## src/rtl/enemy_spawn_scheduler_pkg.sv

```systemverilog
// Shared game definitions: enemy slot states, spawn point locations and small
// bit-vector helpers used by the spawn scheduler.
package enemy_spawn_scheduler_pkg;

    typedef enum logic [1:0] {
        ALIVE      = 2'd0,
        DYING      = 2'd1,
        WAIT_SPAWN = 2'd2,
        DEAD       = 2'd3
    } slot_state_e;

    // Spawn point pixel coordinates along the top edge of the playfield.
    localparam int         MAX_SPAWN = 3;
    localparam logic [9:0] SPAWN_X [MAX_SPAWN] = '{10'd16, 10'd304, 10'd592};
    localparam logic [9:0] SPAWN_Y [MAX_SPAWN] = '{10'd16, 10'd16, 10'd16};

    function automatic logic [7:0] popcount32(input logic [31:0] v);
        popcount32 = '0;
        for (int i = 0; i < 32; i++) begin
            popcount32 = popcount32 + {7'd0, v[i]};
        end
    endfunction

    function automatic int onehot_idx(input logic [31:0] oh);
        onehot_idx = 0;
        for (int i = 0; i < 32; i++) begin
            if (oh[i]) onehot_idx = i;
        end
    endfunction

endpackage

```

## src/rtl/enemy_spawn_scheduler_if.sv

```systemverilog
// Frame-level control and status bundle between the game core and the
// enemy spawn scheduler.
interface enemy_spawn_scheduler_if #(
    parameter int NUM_ENEMY = 4,
    parameter int NUM_SPAWN = 3
);
    localparam int SEL_W = (NUM_SPAWN > 1) ? $clog2(NUM_SPAWN) : 1;

    logic                 refresh_tick;
    logic [NUM_ENEMY-1:0] enemy_destroyed;
    logic [NUM_SPAWN-1:0] spawn_blocked;
    logic                 game_over;
    logic [NUM_ENEMY-1:0] enemy_alive;
    logic [NUM_ENEMY-1:0] spawn_req;
    logic [SEL_W-1:0]     spawn_sel;
    logic [7:0]           enemies_left;
    logic                 wave_done;

    modport master (
        output refresh_tick, enemy_destroyed, spawn_blocked, game_over,
        input  enemy_alive, spawn_req, spawn_sel, enemies_left, wave_done
    );

    modport slave (
        input  refresh_tick, enemy_destroyed, spawn_blocked, game_over,
        output enemy_alive, spawn_req, spawn_sel, enemies_left, wave_done
    );
endinterface

```

## src/rtl/enemy_spawn_scheduler_rr_arbiter.sv

```systemverilog
// Combinational round-robin arbiter: the search starts at the index just
// after ptr and wraps; the first requester found gets a one-hot grant.
module rr_arbiter #(
    parameter int N  = 4,
    parameter int IW = (N > 1) ? $clog2(N) : 1
) (
    input  logic [N-1:0]  req,
    input  logic [IW-1:0] ptr,
    output logic [N-1:0]  gnt
);
    logic found;
    int   cand;

    always_comb begin
        gnt   = '0;
        found = 1'b0;
        cand  = 0;
        for (int off = 1; off <= N; off++) begin
            cand = int'(ptr) + off;
            if (cand >= N) cand = cand - N;
            if (!found && req[cand[IW-1:0]]) begin
                found               = 1'b1;
                gnt[cand[IW-1:0]]   = 1'b1;
            end
        end
    end
endmodule

```

## src/rtl/enemy_spawn_scheduler.sv

```systemverilog
// Enemy wave scheduler: per-slot kill/respawn lifecycle, respawn countdown,
// round-robin slot and spawn point grants, and wave bookkeeping.
module enemy_spawn_scheduler
    import enemy_spawn_scheduler_pkg::*;
#(
    parameter int NUM_ENEMY     = 4,
    parameter int NUM_SPAWN     = 3,
    parameter int TOTAL_ENEMIES = 20,
    parameter int RESPAWN_DELAY = 64
) (
    input  logic                     clk_50MHz,
    input  logic                     reset,
    enemy_spawn_scheduler_if.slave   bus
);
    localparam int SLOT_W = (NUM_ENEMY > 1) ? $clog2(NUM_ENEMY) : 1;
    localparam int SEL_W  = (NUM_SPAWN > 1) ? $clog2(NUM_SPAWN) : 1;
    localparam int CNT_W  = (RESPAWN_DELAY > 1) ? $clog2(RESPAWN_DELAY) : 1;

    localparam logic [CNT_W-1:0] CNT_LOAD     = CNT_W'(RESPAWN_DELAY - 1);
    localparam logic [7:0]       RESERVE_INIT = 8'(TOTAL_ENEMIES - NUM_ENEMY);
    localparam logic [7:0]       LEFT_INIT    = 8'(TOTAL_ENEMIES);

    slot_state_e       state_q [NUM_ENEMY];
    slot_state_e       state_d [NUM_ENEMY];
    logic [CNT_W-1:0]  cnt_q   [NUM_ENEMY];
    logic [CNT_W-1:0]  cnt_d   [NUM_ENEMY];
    logic [7:0]        reserve_q, reserve_d;
    logic [7:0]        left_q, left_d;
    logic [SLOT_W-1:0] slot_ptr_q, slot_ptr_d;
    logic [SEL_W-1:0]  pt_ptr_q, pt_ptr_d;
    logic [SEL_W-1:0]  sel_q, sel_d;

    logic                 advance;
    logic                 grant;
    logic                 all_dead;
    logic [NUM_ENEMY-1:0] alive;
    logic [NUM_ENEMY-1:0] waiting;
    logic [NUM_ENEMY-1:0] kill;
    logic [NUM_ENEMY-1:0] slot_gnt;
    logic [NUM_SPAWN-1:0] pt_gnt;
    logic [SLOT_W-1:0]    slot_idx;
    logic [SEL_W-1:0]     pt_idx;
    logic [7:0]           kill_cnt;

    // Reset is folded in so an in-flight grant cannot pulse spawn_req.
    assign advance = bus.refresh_tick & ~bus.game_over & ~reset;

    always_comb begin
        alive    = '0;
        waiting  = '0;
        all_dead = 1'b1;
        for (int i = 0; i < NUM_ENEMY; i++) begin
            alive[i]   = (state_q[i] == ALIVE);
            waiting[i] = (state_q[i] == WAIT_SPAWN) && (reserve_q != '0);
            if (state_q[i] != DEAD) all_dead = 1'b0;
        end
    end

    rr_arbiter #(.N(NUM_ENEMY), .IW(SLOT_W)) u_slot_arb (
        .req (waiting),
        .ptr (slot_ptr_q),
        .gnt (slot_gnt)
    );

    rr_arbiter #(.N(NUM_SPAWN), .IW(SEL_W)) u_point_arb (
        .req (~bus.spawn_blocked),
        .ptr (pt_ptr_q),
        .gnt (pt_gnt)
    );

    assign grant    = advance & (|slot_gnt) & (|pt_gnt);
    assign slot_idx = SLOT_W'(onehot_idx(32'(slot_gnt)));
    assign pt_idx   = SEL_W'(onehot_idx(32'(pt_gnt)));
    assign kill     = advance ? (bus.enemy_destroyed & alive) : '0;
    assign kill_cnt = popcount32(32'(kill));

    always_ff @(posedge clk_50MHz or posedge reset) begin
        if (reset) begin
            for (int i = 0; i < NUM_ENEMY; i++) begin
                state_q[i] <= ALIVE;
                cnt_q[i]   <= '0;
            end
            reserve_q  <= RESERVE_INIT;
            left_q     <= LEFT_INIT;
            slot_ptr_q <= SLOT_W'(NUM_ENEMY - 1);
            pt_ptr_q   <= SEL_W'(NUM_SPAWN - 1);
            sel_q      <= '0;
        end else begin
            for (int i = 0; i < NUM_ENEMY; i++) begin
                state_q[i] <= state_d[i];
                cnt_q[i]   <= cnt_d[i];
            end
            reserve_q  <= reserve_d;
            left_q     <= left_d;
            slot_ptr_q <= slot_ptr_d;
            pt_ptr_q   <= pt_ptr_d;
            sel_q      <= sel_d;
        end
    end

    always_comb begin
        reserve_d  = reserve_q;
        left_d     = left_q;
        slot_ptr_d = slot_ptr_q;
        pt_ptr_d   = pt_ptr_q;
        sel_d      = sel_q;
        for (int i = 0; i < NUM_ENEMY; i++) begin
            state_d[i] = state_q[i];
            cnt_d[i]   = cnt_q[i];
            if (advance) begin
                unique case (state_q[i])
                    ALIVE: begin
                        if (bus.enemy_destroyed[i]) begin
                            state_d[i] = DYING;
                            cnt_d[i]   = CNT_LOAD;
                        end
                    end
                    // Leaving on the tick that reaches 0 makes the grant land
                    // exactly RESPAWN_DELAY ticks after the kill.
                    DYING: begin
                        if (cnt_q[i] <= CNT_W'(1)) begin
                            cnt_d[i]   = '0;
                            state_d[i] = (reserve_q != '0) ? WAIT_SPAWN : DEAD;
                        end else begin
                            cnt_d[i] = cnt_q[i] - 1'b1;
                        end
                    end
                    WAIT_SPAWN: begin
                        if (grant && slot_gnt[i]) state_d[i] = ALIVE;
                        else if (reserve_q == '0) state_d[i] = DEAD;
                    end
                    default: ;
                endcase
            end
        end
        if (advance) begin
            left_d = (kill_cnt >= left_q) ? 8'd0 : (left_q - kill_cnt);
        end
        if (grant) begin
            reserve_d  = reserve_q - 8'd1;
            slot_ptr_d = slot_idx;
            pt_ptr_d   = pt_idx;
            sel_d      = pt_idx;
        end
    end

    always_comb begin
        bus.enemy_alive  = alive;
        bus.spawn_req    = grant ? slot_gnt : '0;
        bus.spawn_sel    = grant ? pt_idx : sel_q;
        bus.enemies_left = left_q;
        bus.wave_done    = (left_q == 8'd0) && all_dead;
    end

endmodule

```

## src/flat_wrapper.sv

```systemverilog
// flat-port wrapper written by rule: the top's interface ports become plain ports
module enemy_spawn_scheduler_flat import enemy_spawn_scheduler_pkg::*;
#(
    parameter int NUM_ENEMY     = 4,
    parameter int NUM_SPAWN     = 3,
    parameter int TOTAL_ENEMIES = 20,
    parameter int RESPAWN_DELAY = 64
)
  (clk_50MHz, reset, bus_refresh_tick, bus_enemy_destroyed, bus_spawn_blocked, bus_game_over, bus_enemy_alive, bus_spawn_req, bus_spawn_sel, bus_enemies_left, bus_wave_done);
  enemy_spawn_scheduler_if #(.NUM_ENEMY(NUM_ENEMY), .NUM_SPAWN(NUM_SPAWN)) bus_i ();
  input  logic clk_50MHz;
  input  logic reset;
  input wire logic [$bits(bus_i.refresh_tick)-1:0] bus_refresh_tick;
  input wire logic [$bits(bus_i.enemy_destroyed)-1:0] bus_enemy_destroyed;
  input wire logic [$bits(bus_i.spawn_blocked)-1:0] bus_spawn_blocked;
  input wire logic [$bits(bus_i.game_over)-1:0] bus_game_over;
  output wire logic [$bits(bus_i.enemy_alive)-1:0] bus_enemy_alive;
  output wire logic [$bits(bus_i.spawn_req)-1:0] bus_spawn_req;
  output wire logic [$bits(bus_i.spawn_sel)-1:0] bus_spawn_sel;
  output wire logic [$bits(bus_i.enemies_left)-1:0] bus_enemies_left;
  output wire logic [$bits(bus_i.wave_done)-1:0] bus_wave_done;
  assign bus_i.refresh_tick = bus_refresh_tick;
  assign bus_i.enemy_destroyed = bus_enemy_destroyed;
  assign bus_i.spawn_blocked = bus_spawn_blocked;
  assign bus_i.game_over = bus_game_over;
  assign bus_enemy_alive = bus_i.enemy_alive;
  assign bus_spawn_req = bus_i.spawn_req;
  assign bus_spawn_sel = bus_i.spawn_sel;
  assign bus_enemies_left = bus_i.enemies_left;
  assign bus_wave_done = bus_i.wave_done;
  enemy_spawn_scheduler #(.NUM_ENEMY(NUM_ENEMY), .NUM_SPAWN(NUM_SPAWN), .TOTAL_ENEMIES(TOTAL_ENEMIES), .RESPAWN_DELAY(RESPAWN_DELAY)) u_core (.clk_50MHz(clk_50MHz), .reset(reset), .bus(bus_i));
endmodule
```

## config.mk

```make
export PLATFORM = sky130hd
export DESIGN_NAME = enemy_spawn_scheduler_flat
export DESIGN_NICKNAME = d
export VERILOG_FILES = /design/src/rtl/enemy_spawn_scheduler_pkg.sv /design/src/rtl/enemy_spawn_scheduler_if.sv /design/src/rtl/enemy_spawn_scheduler_rr_arbiter.sv /design/src/rtl/enemy_spawn_scheduler.sv /design/src/flat_wrapper.sv
export SDC_FILE = /design/constraint.sdc
export NUM_CORES = 1
export LEC_CHECK = 0
export ABC_AREA = 0
export BUFFER_PORTS_ARGS = -buffer_cell sky130_fd_sc_hd__buf_2
export CORE_MARGIN = 4
export CORE_UTILIZATION = 50
export CTS_BUF_LIST = sky130_fd_sc_hd__clkbuf_4 sky130_fd_sc_hd__clkbuf_8
export DETAILED_ROUTE_END_ITERATION = 6
export GPL_TIMING_DRIVEN = 0
export PLACE_DENSITY = 0.66
export SLEW_MARGIN = 10
export SYNTH_ARGS = -nofsm -noshare
export SYNTH_HDL_FRONTEND = slang
export SYNTH_SLANG_ARGS = --single-unit
```

## constraint.sdc

```tcl
create_clock -name clk_50MHz -period 4.1 [get_ports clk_50MHz]
set_clock_uncertainty 0.15 [all_clocks]
set_input_delay 0.41 -clock clk_50MHz [delete_from_list [all_inputs] [get_ports clk_50MHz]]
set_output_delay 0.41 -clock clk_50MHz [all_outputs]
set_load 0.05 [all_outputs]
```

==> reports/results.tsv <==
stage	metric	value	unit
cells_and_area	syn2layout_area_growth	14.35	%
power_and_ir_drop	fin_total_pwr	3.341	mW
yosys	async_flop_share	100.0	%
yosys	synth.lib_cells_used.distinct	69	
worst_setup_path	required	3540	ps
timing	layout_worst_path_cycle_share	98.06	%
die	die_height	99.20	um
worst_setup_path	slowest_delay	590	ps
yosys	ys_warn_count	0	
timing	final.min_clock_period	4020	ps
yosys	area_leader_netlist	sky130_fd_sc_hd__dfrtp_1	
cells_and_area	seqCellArea	0.001359	mm^2
cts	cts_num_sinks	54	
route	via_count	3511	
die	std_cell_rows	33	
die	die_w	99.20	um
yosys	avgSynthCellArea	9.431	um^2
global_routing	antenna_violations_before_repair	0	
die	placeableCoreArea	0.008134	mm^2
yosys	synth.area.top_cells	sky130_fd_sc_hd__dfrtp_1, sky130_fd_sc_hd__ha_1, sky130_fd_sc_hd__dfstp_2	
global_routing	grt_util_all_layers	18.88	%
timing	tightestPinTransition	803.2	ps
route	ant_nets	0	
cts	cts_root_buf	sky130_fd_sc_hd__clkbuf_8	
cts	clk_pin_slew	110	ps
cts	cts-hold-fix-buffers	0	
global_routing	grt_max_degree	33	
timing	setup_tns	0	ps
die	floorplan.io_pins	30	
cts	cts_tree	built	
cts	cts-root-to-sink-buffers	2	
global_routing	globalRouteOverflowTotal	0	
global_routing	grt_pass1_wl	15560	um
status	run_status	completed	
timing	report.final.slew_viol_count	0	
route	detail_route.wirelength	9346	um
global_routing	first_global_vias	3306	
yosys	synth_simple_gate_area_share	21.87	%
cts	tritoncts.num_buffers	5	
worst_setup_path	worst_setup_start_kind	register	
cts	worst_skew_pair.late_latency	330	ps
job	drv.max_cap_violation_count	0	
placement	place.gp.congestion	0.8511	
timing	rsz0062_at_grt	yes	
route	initialDrtViolationCount	132	
worst_setup_path	ff2ff_setup_slack	300	ps
yosys	synth_top_cells_by_count	sky130_fd_sc_hd__dfrtp_1, sky130_fd_sc_hd__ha_1, sky130_fd_sc_hd__inv_1	
die	initial_utilization	51.13	%
route	number_of_iterations_in_the_first_detailed_routing_pass	4	
timing	fmaxAchievable	0.2487	GHz
yosys	synth-adder-area-share	14.50	%
yosys	ys_seq_elements	54	
placement	dp_slack	-657.2	ps
yosys	synth_enable_flop_cells	0	
timing	max_slew_margin	46.22	%
yosys	synth_top_family_by_area	compound AO/OA/AOI/OAI gates	
timing	finalSetupViolCount	0	
yosys	synth.net_count	499	
worst_setup_path	endpoint_kind	output pin	
cells_and_area	antenna_cells_inserted	0	
power_and_ir_drop	power.density_cell_area	702.5	mW/mm^2
cells_and_area	fillers	690	
power_and_ir_drop	vdd_drop_max	309.8	uV
placement	detailedPlacementHpwl	6664	um
timing	finalWorstSetupSlack	79.64	ps
cells_and_area	design.final.nets	547	
yosys	ys.flop_type	sky130_fd_sc_hd__dfrtp_1	
power_and_ir_drop	leakagePower	2.144	nW
worst_setup_path	worstSetupPathType	register to output pin	
route	drc	0	
placement	io_buffers	29	
cells_and_area	share_of_layout_cells_above_drive_strength_1	19.39	%
yosys	synth_compound_area_share	21.96	%
route	routedWlPerCell	15.71	um
worst_setup_path	timing.critical_path.cells	clkbuf_4 -> inv_1 -> ha_4 -> and3b_1 -> a211oi_2 -> nor4_4 -> buf_4 -> a221oi_4 -> buf_4 -> a211oi_2 -> buf_2	
worst_hold_path	hp-class	primary input to async pin	
cts	htree_num_levels	2	
cells_and_area	multiInputGateArea	0.002728	mm^2
yosys	synth.area.mux_share	2.347	%
yosys	synth_top_cell_area_share	28.88	%
worst_setup_path	worstPathArrival	3460	ps
route	vias_per_cell	5.901	
yosys	syn-instance-count	441	
yosys	synth_area	0.004159	mm^2
yosys	seq_area_frac_synth	32.67	%
die	overall_die_area	0.009841	mm^2
yosys	synth_xor_xnor_area_share	2.316	%
worst_setup_path	worst_path_max_delay_cell	sky130_fd_sc_hd__dfstp_2	
cells_and_area	core_utilization_of_the_finished_layout	58.47	%
yosys	synth_most_common_cell	sky130_fd_sc_hd__dfrtp_1	
worst_setup_path	worstPathMaxFanout	8	
timing	finalHoldViolations	0	
## critical path, delay by kind of cell, from the launching register on
kind / cells / cell delay, ps
AOI/OAI and AO/OA: 3 / 580
buffers and inverters: 5 / 1110
adders and majority gates: 1 / 330
DFF: 1 / 590
and+or+nand+nor: 2 / 520
## kinds of logic (layout without fill, tap and decap cells)
logic type,Yosys count,in the layout
buffers and inverters,47,96
XOR/XNOR,11,11
flip-flops,54,54
adder cells (fa/ha/maj),47,47
AO/OA/AOI/OAI,110,110
AND/OR/NAND/NOR,166,166
multiplexers,6,6
## repair_timing
item / 4_1_cts / 5_1_grt
pin swaps: 2 / 4
buffers inserted: 3 / 9
gates resized for setup: 12 / 11
setup endpoints to repair: 10 / 12
## layout by cell type, fill, tap and decap left out, types with 10 or more instances in the layout
cell,n
sky130_fd_sc_hd__a21oi_1,18
sky130_fd_sc_hd__buf_2,29
sky130_fd_sc_hd__buf_4,13
sky130_fd_sc_hd__dfrtp_1,48
sky130_fd_sc_hd__ha_1,44
sky130_fd_sc_hd__inv_1,39
sky130_fd_sc_hd__nand2_1,37
sky130_fd_sc_hd__nand2b_1,12
sky130_fd_sc_hd__nand3_1,11
sky130_fd_sc_hd__nor2_1,25
sky130_fd_sc_hd__nor3_1,22
sky130_fd_sc_hd__o21ai_0,15
sky130_fd_sc_hd__o31ai_1,13
sky130_fd_sc_hd__xnor2_1,10
## registers in the layout, indices dropped and copies added (netlist names)
name,flops
u_core.bus.enemies_left,8
u_core.cnt_q,24
u_core.slot_ptr_q,2
u_core.pt_ptr_q,2
u_core.sel_q,2
u_core.state_q,8
u_core.reserve_q,8
## area by class of cell
type | count | share of cell area (%)
repair buffers | 42 | 5.551
plain buffers | 6 | 0.6314
clock buffers | 5 | 1.447
clock inverters | 3 | 0.5262
flip-flops and latches | 54 | 28.57
multi-input cells | 340 | 57.35
inverters | 40 | 3.157
well taps | 105 | 2.762
## layer usage
metal  vias up  global-route usage, %  wire [um]
li1       1732                      -          -
met1      1700                  26.77       4466
met2        70                  30.63       4402
met3         9                  2.454        352
met4         0                  4.832        124
met5         -                      0          0
## path summary, 6_finish.rpt
check / from / end / cells after the start
max reg2reg: u_core.state_q[5] / u_core.bus.enemies_left[2] / 14
min reg2reg: u_core.reserve_q[7] / u_core.reserve_q[7] / 1
max: u_core.slot_ptr_q[0] / bus_spawn_req[2] / 11
max in group asynchronous: reset / u_core.reserve_q[4] / 3
min: reset / u_core.cnt_q[8] / 2
min in group clk_50MHz: bus_game_over / u_core.bus.enemies_left[3] / 3
## through the flow
step	hold slack (ps)	instance area (um^2)	instances
after floorplan	296.6	4164	441
after global placement	316.0	4441	575
after detailed placement	323.4	4461	576
after CTS	81.49	4658	586
after global routing	129.5	4756	595
final	62.48	4756	595
## report_power, final
group	total [mW]	internal (mW)	leakage, nW	switching [mW]
clock	0.325	0.124	0.0447	0.201
sequential	0.910	0.725	0.670	0.184
combinational	2.11	0.851	1.43	1.25
No activity file was read; power rests on OpenSTA's default activity.
